$ cat config.mk
export PLATFORM = sky130hd
export DESIGN_NAME = instr_writer
export DESIGN_NICKNAME = d
export VERILOG_FILES = /design/src/rtl/instr_pkg.sv /design/src/rtl/instr_encode.sv /design/src/rtl/instr_writer.sv
export SDC_FILE = /design/constraint.sdc
export NUM_CORES = 1
export LEC_CHECK = 0
export CAP_MARGIN = 20
export CORE_UTILIZATION = 31
export CTS_CLUSTER_DIAMETER = 120
export DETAILED_ROUTE_END_ITERATION = 10
export SETUP_SLACK_MARGIN = 0.5
export SYNTH_ARGS = -nofsm -noshare
export SYNTH_HDL_FRONTEND = slang
export SYNTH_HIERARCHICAL = 1
export SYNTH_SLANG_ARGS = --single-unit
$ cat constraint.sdc
create_clock -name clk -period 3.6 [get_ports clk]
set_input_delay 1.08 -clock clk [delete_from_list [all_inputs] [get_ports clk]]
set_output_delay 1.08 -clock clk [all_outputs]
set_load 0.02 [all_outputs]
$ cat src/rtl/instr_pkg.sv
// Shared instruction kinds, MIPS opcode/funct constants and field packers.
// Also used by the pipeline's control decoder so both sides agree on encodings.
package instr_pkg;

  typedef enum logic [3:0] {
    K_NOP = 4'd0,
    K_ADD = 4'd1,
    K_SUB = 4'd2,
    K_JR  = 4'd3,
    K_LW  = 4'd4,
    K_SW  = 4'd5,
    K_BEQ = 4'd6,
    K_ORI = 4'd7,
    K_LUI = 4'd8,
    K_JAL = 4'd9
  } instr_kind_e;

  typedef enum logic {
    ST_RUN  = 1'b0,
    ST_FULL = 1'b1
  } wr_state_e;

  localparam logic [5:0] OP_RTYPE = 6'h00;
  localparam logic [5:0] OP_LW    = 6'h23;
  localparam logic [5:0] OP_SW    = 6'h2B;
  localparam logic [5:0] OP_BEQ   = 6'h04;
  localparam logic [5:0] OP_ORI   = 6'h0D;
  localparam logic [5:0] OP_LUI   = 6'h0F;
  localparam logic [5:0] OP_JAL   = 6'h03;

  localparam logic [5:0] FN_ADD = 6'h20;
  localparam logic [5:0] FN_SUB = 6'h22;
  localparam logic [5:0] FN_JR  = 6'h08;

  function automatic logic [31:0] enc_r(input logic [4:0] rs, input logic [4:0] rt,
                                        input logic [4:0] rd, input logic [5:0] fn);
    return {OP_RTYPE, rs, rt, rd, 5'd0, fn};
  endfunction

  function automatic logic [31:0] enc_i(input logic [5:0] op, input logic [4:0] rs,
                                        input logic [4:0] rt, input logic [15:0] imm);
    return {op, rs, rt, imm};
  endfunction

endpackage

$ cat src/rtl/instr_encode.sv
// Combinational encoder: symbolic instruction kind plus fields to a 32-bit MIPS word.
// Kinds outside the table raise illegal and produce an all-zero word.
module instr_encode
  import instr_pkg::*;
(
  input  logic [3:0]  kind,
  input  logic [4:0]  rs,
  input  logic [4:0]  rt,
  input  logic [4:0]  rd,
  input  logic [15:0] imm,
  input  logic [25:0] target,
  output logic [31:0] word,
  output logic        illegal
);

  always_comb begin
    word    = 32'd0;
    illegal = 1'b0;
    case (kind)
      K_NOP:   word = 32'd0;
      K_ADD:   word = enc_r(rs, rt, rd, FN_ADD);
      K_SUB:   word = enc_r(rs, rt, rd, FN_SUB);
      K_JR:    word = enc_r(rs, 5'd0, 5'd0, FN_JR);
      K_LW:    word = enc_i(OP_LW, rs, rt, imm);
      K_SW:    word = enc_i(OP_SW, rs, rt, imm);
      K_BEQ:   word = enc_i(OP_BEQ, rs, rt, imm);
      K_ORI:   word = enc_i(OP_ORI, rs, rt, imm);
      K_LUI:   word = enc_i(OP_LUI, 5'd0, rt, imm);
      K_JAL:   word = {OP_JAL, target};
      default: illegal = 1'b1;
    endcase
  end

endmodule

$ cat src/rtl/instr_writer.sv
// Sequential program loader: accepts encoded requests and strobes them into
// instruction memory one cycle later at consecutive word addresses from BASE_ADDR.
module instr_writer
  import instr_pkg::*;
#(
  parameter int          IM_DEPTH  = 4096,
  parameter logic [31:0] BASE_ADDR = 32'h0000_3000
) (
  input  logic                     clk,
  input  logic                     reset,
  input  logic                     rewind,
  input  logic                     in_valid,
  output logic                     in_ready,
  input  logic [3:0]               in_kind,
  input  logic [4:0]               in_rs,
  input  logic [4:0]               in_rt,
  input  logic [4:0]               in_rd,
  input  logic [15:0]              in_imm,
  input  logic [25:0]              in_target,
  output logic                     im_we,
  output logic [31:0]              im_addr,
  output logic [31:0]              im_wdata,
  output logic [$clog2(IM_DEPTH):0] count,
  output logic                     full,
  output logic                     err,
  output wr_state_e                dbg_state
);

  localparam int PW = $clog2(IM_DEPTH);
  localparam int CW = PW + 1;
  localparam logic [CW-1:0] DEPTH_C = CW'(IM_DEPTH);

  // Handshake: a request transfers on any cycle with in_valid && in_ready;
  // in_ready never depends on in_valid.
  wr_state_e      state_q, state_d;
  logic           we_q, we_d;
  logic [31:0]    addr_q, addr_d;
  logic [31:0]    wdata_q, wdata_d;
  logic [PW-1:0]  wptr_q, wptr_d;
  logic [CW-1:0]  count_q, count_d;
  logic           err_q, err_d;

  logic [31:0]    enc_word;
  logic           enc_illegal;
  logic           full_next;
  logic           accept;
  logic [PW-1:0]  next_ptr;

  instr_encode u_encode (
    .kind    (in_kind),
    .rs      (in_rs),
    .rt      (in_rt),
    .rd      (in_rd),
    .imm     (in_imm),
    .target  (in_target),
    .word    (enc_word),
    .illegal (enc_illegal)
  );

  // Counting the in-flight strobe lets back-to-back accepts stop exactly at capacity.
  assign full_next = (count_q + CW'(we_q)) == DEPTH_C;
  assign in_ready  = !reset && !rewind && (state_q == ST_RUN) && !full_next;
  assign accept    = in_valid && in_ready;
  assign next_ptr  = wptr_q + PW'(we_q);

  always_comb begin
    state_d = state_q;
    we_d    = 1'b0;
    addr_d  = addr_q;
    wdata_d = wdata_q;
    wptr_d  = wptr_q;
    count_d = count_q;
    err_d   = err_q;

    if (we_q) begin
      wptr_d  = wptr_q + PW'(1);
      count_d = count_q + CW'(1);
      if ((count_q + CW'(1)) == DEPTH_C) state_d = ST_FULL;
    end

    if (accept) begin
      if (enc_illegal) begin
        err_d = 1'b1;
      end else begin
        we_d    = 1'b1;
        addr_d  = BASE_ADDR + (32'(next_ptr) << 2);
        wdata_d = enc_word;
      end
    end

    // Rewind restarts the program image but keeps the sticky error.
    if (rewind) begin
      state_d = ST_RUN;
      we_d    = 1'b0;
      wptr_d  = '0;
      count_d = '0;
    end
  end

  always_ff @(posedge clk) begin
    if (reset) begin
      state_q <= ST_RUN;
      we_q    <= 1'b0;
      addr_q  <= BASE_ADDR;
      wdata_q <= 32'd0;
      wptr_q  <= '0;
      count_q <= '0;
      err_q   <= 1'b0;
    end else begin
      state_q <= state_d;
      we_q    <= we_d;
      addr_q  <= addr_d;
      wdata_q <= wdata_d;
      wptr_q  <= wptr_d;
      count_q <= count_d;
      err_q   <= err_d;
    end
  end

  // A strobe already registered is suppressed if reset or rewind lands on it.
  assign im_we     = we_q && !reset && !rewind;
  assign im_addr   = addr_q;
  assign im_wdata  = wdata_q;
  assign count     = count_q;
  assign full      = (state_q == ST_FULL);
  assign err       = err_q;
  assign dbg_state = state_q;

endmodule

; ---- Yosys cells after proc, flatten, opt, wreduce, memory -nomap -nowiden
; Cells that the tools add are included.
[classes]
n_eq_ne = 11
div_mod_pow = 0
n_reduce_logical = 16
order_cmp = 0
n_shift = 0
addsub = 5
bitwise = 3
muxes = 2
multipliers = 0
[op_table]
columns = op, count
row1 = 32-bit one-hot mux with 9 select lines, 1
row2 = 13-bit == test (second input constant), 2
row3 = 4-bit by 3-bit == test with 1-bit output (second input constant), 4
row4 = 14-bit by 14-bit adder with 15-bit output (first input constant), 1
row5 = 13-bit by 1-bit adder with 13-bit output, 1
row6 = 13-bit by 1-bit adder with 13-bit output (second input constant), 1
row7 = 12-bit by 1-bit adder with 12-bit output, 1
row8 = 12-bit by 1-bit adder with 12-bit output (second input constant), 1
row9 = 10-bit OR reduction, 1
row10 = 4-bit by 2-bit == test with 1-bit output (second input constant), 2
row11 = 4-bit == test (second input constant), 2
row12 = 1-bit logical AND, 6
row13 = 2-bit AND reduction, 3
row14 = 4-bit by 1-bit == test with 1-bit output (second input constant), 1
row15 = 4-bit logical NOT, 1
row16 = 1-bit logical NOT, 3
row17 = 1-bit inverter, 3
row18 = 3-bit OR reduction, 1
row19 = 2-bit OR reduction, 1
row20 = 1-bit 2-to-1 mux, 1
[word_totals]
memories = 0
register_bits = 92
elab_cells = 44
output_inout_bits = 82
latchBits = 0
rom_bits = 0
inputBits = 65
ram_bits = 0

; ---- Longest topological paths before layout
; Gate-level depths: netlist of run 1.
[logic_depth]
depth_word = 7
mapped_depth = 10
mapped_depth_nobuf = 8

; ---- Hierarchy
; Netlist of run 1, hierarchy kept.
[by_module_without_submodules]
columns = mod, cells_each, area_per_inst_um2, instances
row1 = instr_writer, 447, 3803.6, 1
row2 = instr_encode, 95, 646.9, 1

; ---- Least setup slack after synthesis of run 1
; No wires, ideal clock.
[synth_path]
path_kind = reg-to-output
startpoint = reg count_q[0] (netlist: count[0])
endpoint = out in_ready
setup_slack_ns = 0.119
arrival_time_ns = 2.401
stages_incl_launch_ff = 9
required_ns = 2.520
path_cell_list = dfxtp_1 -> ha_1 -> ha_1 -> nand3_1 -> o31a_1 -> o21ai_1 -> a2111oi_4 -> buf_6 -> nor3_1
[synth_between]
elab_chain_len = 4
[synth_rtl]
columns = element, line_no
row1 = start: declaration, instr_writer.sv:40  ; logic [CW-1:0] count_q, count_d;
row2 = start signal: assignment, instr_writer.sv:115  ; count_q <= count_d;
row3 = 13-bit by 1-bit adder with 13-bit output, instr_writer.sv:61  ; assign full_next = (count_q + CW'(we_q)) == DEPTH_C;
row4 = 13-bit == test, instr_writer.sv:61
row5 = 1-bit logical NOT, instr_writer.sv:62  ; assign in_ready = !reset && !rewind && (state_q == ST_RUN) && !full_next;
row6 = 1-bit logical AND, instr_writer.sv:62
row7 = end: declaration, instr_writer.sv:13  ; output logic in_ready,
; No other way between the ends.

; ---- Worst setup path in the final report of run 1
; Same ends and word-level chain as after synthesis.

==> results of run 1 <==
## registers in the layout, indices dropped and copies added (netlist names)
signal,flops
count,13
dbg_state,1
wptr_q,12
err,1
im_wdata,32
im_addr,13
we_q,1
## routing by layer
layer  part of all wire (%)  wire length [um]  GRT usage [%]
met4                    1.9               249           6.64
met3                    6.7               886           4.82
met5                      0                 0              0
met1                     46              6110           22.4
met2                     46              6070           29.5
## per-stage QoR
stage                     worst slack [ns]  std cells
after detailed placement           -0.0950        824
final                                0.356        844
after CTS                            0.344        843
after floorplan                      0.512        560
after global placement             -0.0820        824
after global routing                 0.265        844
## area by class of cell
type,instances,share of cell area (%)
Timing Repair Buffer,157,24.6
Multi-Input combinational cell,415,43.0
Clock buffer,12,4.12
Inverter,3,0.181
Clock inverter,4,0.824
Sequential cell,73,23.7
Tap cell,180,3.62
## logic make-up (layout without fill, tap and decap cells)
family	Yosys count	in the layout
simple gates	186	186
other cells	2	20
buf+inv	72	176
compound gates	163	163
xor+xnor	32	32
fa+ha+maj	8	8
flops	73	73
mux	6	6
## worst max path at each step
stage / from / to / slack (ns) / depth (start not counted)
2_1_floorplan: count[0]$_SDFFE_PP0P_ / in_ready / 0.51 / 8
3_3_place_gp: rewind / in_ready / -0.08 / 4
3_5_place_dp: rewind / in_ready / -0.09 / 4
4_1_cts: count[0]$_SDFFE_PP0P_ / in_ready / 0.34 / 8
5_1_grt: count[0]$_SDFFE_PP0P_ / in_ready / 0.26 / 8
6_report: count[0]$_SDFFE_PP0P_ / in_ready / 0.36 / 8
## cell usage after synthesis (all sizes together) (2+ instances only)
master	count
nor3	19
and2b	3
a21o	4
xnor2	19
a2111oi	2
nor2b	12
xor2	13
a31oi	5
nor4b	2
mux2i	6
or3	5
ha	8
a221o	6
a211oi	8
and4	2
a22o	9
and3	2
o211ai	6
conb	2
clkbuf	21
nor4	5
nand4	13
or2	2
nand2	24
nand3	45
and2	7
buf	48
o21ai	51
a21oi	60
nand2b	2
inv	3
nor2	39
dfxtp	73
## report_power, final
group,internal (mW),total (mW),switching [mW]
Sequential,0.818,0.824,0.00567
Combinational,0.129,0.260,0.131
Clock,0.574,0.911,0.337
## worst max-delay path: stages, from the launching register on
cell	delay, ns
dfxtp_2	0.35
ha_4	0.16
ha_4	0.15
nand3_2	0.10
nor3_1	0.18
nand2_1	0.16
a2111oi_4	0.51
nor3_4	0.07
buf_6	0.14
## repair_timing
action	CTS	global route
setup endpoints to repair	2	2
pin swaps	5	2
gates resized for setup	24	10
gates cloned	0	0
buffers inserted	3	1
hold buffers	0	0
==> out/metrics.csv, run 1 <==
metric,value,unit
Post-DRT Antenna Nets,0,
core area,0.0139,sq mm
site row count,43,
layout cells sized above 1,14.9,%
hpwl dp,9.24,mm
Pre-antenna DRT Iters,4,
Worst setup SP type,flop,
"Hold Vio Cnt, Final",0,
Main synth FF type,dfxtp_1,
Simple-Gate Fraction of Synth Area,22.1,%
Final Util,44.7,%
Synth Area in Adders,2.25,%
"top cells by area, synth","dfxtp_1, nand3_1, a21oi_1, a21oi_2, xnor2_1",
largest net degree at the start of global routing,46,
first-pass GRT wire length,20.9,mm
type of the worst setup path,reg2out,
Avg WL per Cell,15.8,um
die height,122,um
Clock Tree Buf Depth,2,
Final nets,732,
critical-path maximum fanout,4,
sequential fraction of the synthesis area,32.8,%
I/O Pins,147,
setup_tns,0,ns
Final min period,3.24,ns
Worst Setup End Kind,output port,
Worst-Skew Late Latency,0.34,ns
most frequent cells in the layout,"clkdlybuf4s50_1, dfxtp_1, nand3_1",
hold path depth,2,
Power Density,320,mW/mm^2
launching point of the worst reg2reg path,count[0]$_SDFFE_PP0P_,
grt total ovfl,0,
TritonCTS clock tree,done,
Die Width,122,um
ys async rst share,0,%
worst-case reg-to-reg path depth,11,
routed wire length,13.3,mm
cts bufs inserted,9,
RSZ-0062 raised after global routing,true,
leakage power,2.09,nW
CTS sink count,73,
hold slack,0.473,ns
via count,4392,
relative slew slack,38.7,%
Final Max Slew Viols,0,
"FF+latch count, synth",73,
Yosys top cell by area,dfxtp_1,
Max VDD drop,0.168,mV
status,finished clean,
Post-Synth XOR/XNOR Area,6.30,%
initial antenna violation count,0,
"Avg Cell Area, Syn",8.21,sq um
fmax,308,MHz
IO buf count,127,
Min-Delay Path Class,reg2reg,
Clock transition at path regs,0.06,ns
htree depth,3,
diodes inserted,0,
Post-synth EDFFs,0,
Fill cells,1357,
FF/Latch Area,0.00148,sq mm
initial core utilization,31.9,%
crit path DAT,2.16,ns
Worst Hold End,im_wdata[7]$_SDFFE_PP0P_,
clock root buffer,clkbuf_16,
main combinational cell family by area after synthesis,compound AO/OA/AOI/OAI gates,
Power Total,1.99,mW
critical path required time,2.52,ns
gpl congestion,0.854,
post-synth cell types,63,
Clock Skew,0.00620,ns
Tcrit/Tclk final,90.1,%
vias in the first global route,4225,
Worst R2R Setup Slack,0.88,ns
die area,0.0148,sq mm
area of the multi-input gates,0.00268,sq mm
final-report setup violation count,0,
placed cell areas,0.00581,sq mm
Hold Path Origin,im_wdata[7]$_SDFFE_PP0P_,
Max-Cap Viols,0,
share of the synthesized area in the top cell type,32.8,%
Post-Syn Instances,542,
"commonest non-fill, non-tap cell in the layout",clkdlybuf4s50_1,
worst-margin pin slew,0.912,ns
vias per cell,5.20,
Layout area overhead,39.9,%
global-route usage over all layers,18.0,%
# DRC,0,
mux share of post-synthesis cell area,1.35,%
post-synthesis compound-gate area fraction,25.1,%
Syn. warnings,6,
initial drt markers,274,
post-route cell area,0.00623,sq mm
FF-to-FF End,im_addr[6]$_SDFFE_PP0P_,
Mapped Area,0.00445,sq mm
Note: power is estimated with default switching activity, not from simulation.
==> inputs of run 2 (changes only) <==
- CELL_PAD_IN_SITES_DETAIL_PLACEMENT: not set -> 1
- CELL_PAD_IN_SITES_GLOBAL_PLACEMENT: not set -> 2
- CORE_UTILIZATION: 31 -> 26
- PLACE_DENSITY_LB_ADDON: not set -> 0.1
==> out/metrics.csv, run 2 (same netlist as run 1, synthesis figures left out) <==
metric,value,unit,change
status,finished clean,,
diodes inserted,0,,unchanged
Max VDD drop,0.205,mV,+22%
core area,0.0166,sq mm,+19%
post-route cell area,0.00628,sq mm,+0.90%
vias per cell,4.97,,-4.4%
worst-case reg-to-reg path depth,10,,-1
clock root buffer,clkbuf_16,,
vias in the first global route,4713,,+12%
Tcrit/Tclk final,90.4,%,+0.29 points
Pre-antenna DRT Iters,4,,unchanged
leakage power,2.11,nW,+0.81%
Final min period,3.26,ns,+0.0106 ns
Max-Cap Viols,0,,unchanged
critical path required time,2.52,ns,about the same
via count,4402,,+0.23%
pre-CTS setup slack,-0.111,ns,-0.0161 ns
TritonCTS clock tree,done,,
site row count,47,,+9.3%
Worst Setup End Kind,output port,,
gpl congestion,0.782,,-8.4%
critical-path maximum fanout,2,,-2
most frequent cells in the layout,"clkdlybuf4s50_1, dfxtp_1, nand3_1",,
"Hold Vio Cnt, Final",0,,unchanged
Final Util,37.8,%,-6.9 points
initial core utilization,26.7,%,-5.2 points
Clock Skew,0.00617,ns,-0.0000259 ns
final-report setup violation count,0,,unchanged
Layout area overhead,41.2,%,
Final Max Slew Viols,0,,unchanged
# DRC,0,,unchanged
CTS sink count,73,,unchanged
RSZ-0062 raised after global routing,true,,
routed wire length,15.5,mm,+16%
Setup WS post-layout,0.345,ns,-0.0106 ns
worst-margin pin slew,1.00,ns,+0.0884 ns
max reg flops,32,,unchanged
Die Width,133,um,+9.0%
relative slew slack,32.8,%,-5.9 points
I/O Pins,147,,unchanged
share of power burned in registers,39.8,%,-1.5 points
grt total ovfl,0,,unchanged
largest net degree at the start of global routing,46,,unchanged
Final nets,733,,+0.14%
Comb power frac,12.7,%,-0.3 points
Clock Tree Buf Depth,2,,unchanged
Worst setup SP type,input port,,
global-route usage over all layers,17.9,%,-0.13 points
Post-Layout Cell Count,885,,+4.9%
"commonest non-fill, non-tap cell in the layout",clkdlybuf4s50_1,,
fmax,307,MHz,-0.33%
Power Density,329,mW/mm^2,+2.8%
layout cells sized above 1,15.0,%,+0.13 points
placed cell areas,0.00586,sq mm,+0.90%
Worst-Skew Late Latency,0.34,ns,about the same
hpwl dp,11.0,mm,+20%
first-pass GRT wire length,24.9,mm,+19%
crit path DAT,2.18,ns,+0.02 ns
Post-Place Cells,866,,+5.1%
P_sw,0.511,mW,+8.0%
Min-Delay Path Class,reg2reg,,
Post-DRT Antenna Nets,0,,unchanged
Clock transition at path regs,0.06,ns,about the same
IO buf count,127,,unchanged
initial drt markers,132,,-52%
Switching Fraction,24.7,%,+0.98 points
clock network power share,47.5,%,+1.8 points
internal power,1.56,mW,+2.4%
die height,133,um,+9.0%
Avg WL per Cell,17.5,um,+11%
type of the worst setup path,in2out,,
initial antenna violation count,0,,unchanged
hold path depth,2,,unchanged
die area,0.0176,sq mm,+19%
hold slack,0.475,ns,+0.00204 ns
cts bufs inserted,9,,unchanged
htree depth,3,,unchanged
==> run 2: cell types whose count changed in the layout (fill, tap and decap cells not counted), moves of 2 or more <==
cell and change:
buf_4 +4, inv_6 +2, buf_6 -3, clkbuf_8 -2
==> run 2: power groups by stage <==
stage	clock network [mW]	logic [mW]	registers, mW
5_1_grt	1.05	0.284	0.825
3_3_place_gp	0	0.259	0.842
6_report	0.983	0.262	0.824
2_1_floorplan	0	0.134	0.855
4_1_cts	1.02	0.265	0.824
3_5_place_dp	0	0.262	0.842
==> run 2: layout make-up <==
type	count	area, sq um
repair buffers	158	1510
clock inverters	6	90.1
inverters	3	11.3
fillers	1954	10400
clock buffers	10	229
well taps	220	275
multi-input cells	415	2700
flip-flops and latches	73	1470
==> run 2: repair_timing <==
action | 4_1_cts | 5_1_grt
pin swaps | 5 | 2
endpoints found under the setup margin | 2 | 2
setup buffers | 2 | 1
gates resized for setup | 24 | 6
hold endpoints to repair | 0 | 0
hold buffers | 0 | 0
==> run 2: layer usage <==
metal	share of wire, %	vias to the layer above	global-route usage [%]
li1	-	2153	-
met1	46	2132	22.5
met2	49	104	30.9
met3	4.5	13	3.49
met4	1.1	0	4.60
met5	0	-	0
==> run 2: worst max-delay path, stage by stage <==
cell and delay, ns:
clkdlybuf4s50_1 0.43, or2_2 0.32, nor3_4 0.20, buf_6 0.14
==> run 2: worst paths after layout <==
kind                                                 from                         to  slack [ns]
worst max register to register      count[1]$_SDFFE_PP0P_    im_addr[6]$_SDFFE_PP0P_        0.91
worst min-delay path            im_wdata[10]$_SDFFE_PP0P_  im_wdata[10]$_SDFFE_PP0P_        0.48
worst min register to register  im_wdata[10]$_SDFFE_PP0P_  im_wdata[10]$_SDFFE_PP0P_        0.48
worst max-delay path                               rewind                   in_ready        0.34
==> run 2: through the flow <==
step | TNS, ns | power, mW
after global placement | -0.0880 | 1.10
after global routing | 0 | 2.16
final | 0 | 2.07
after detailed placement | -0.111 | 1.10
after floorplan | 0 | 0.989
after CTS | 0 | 2.11
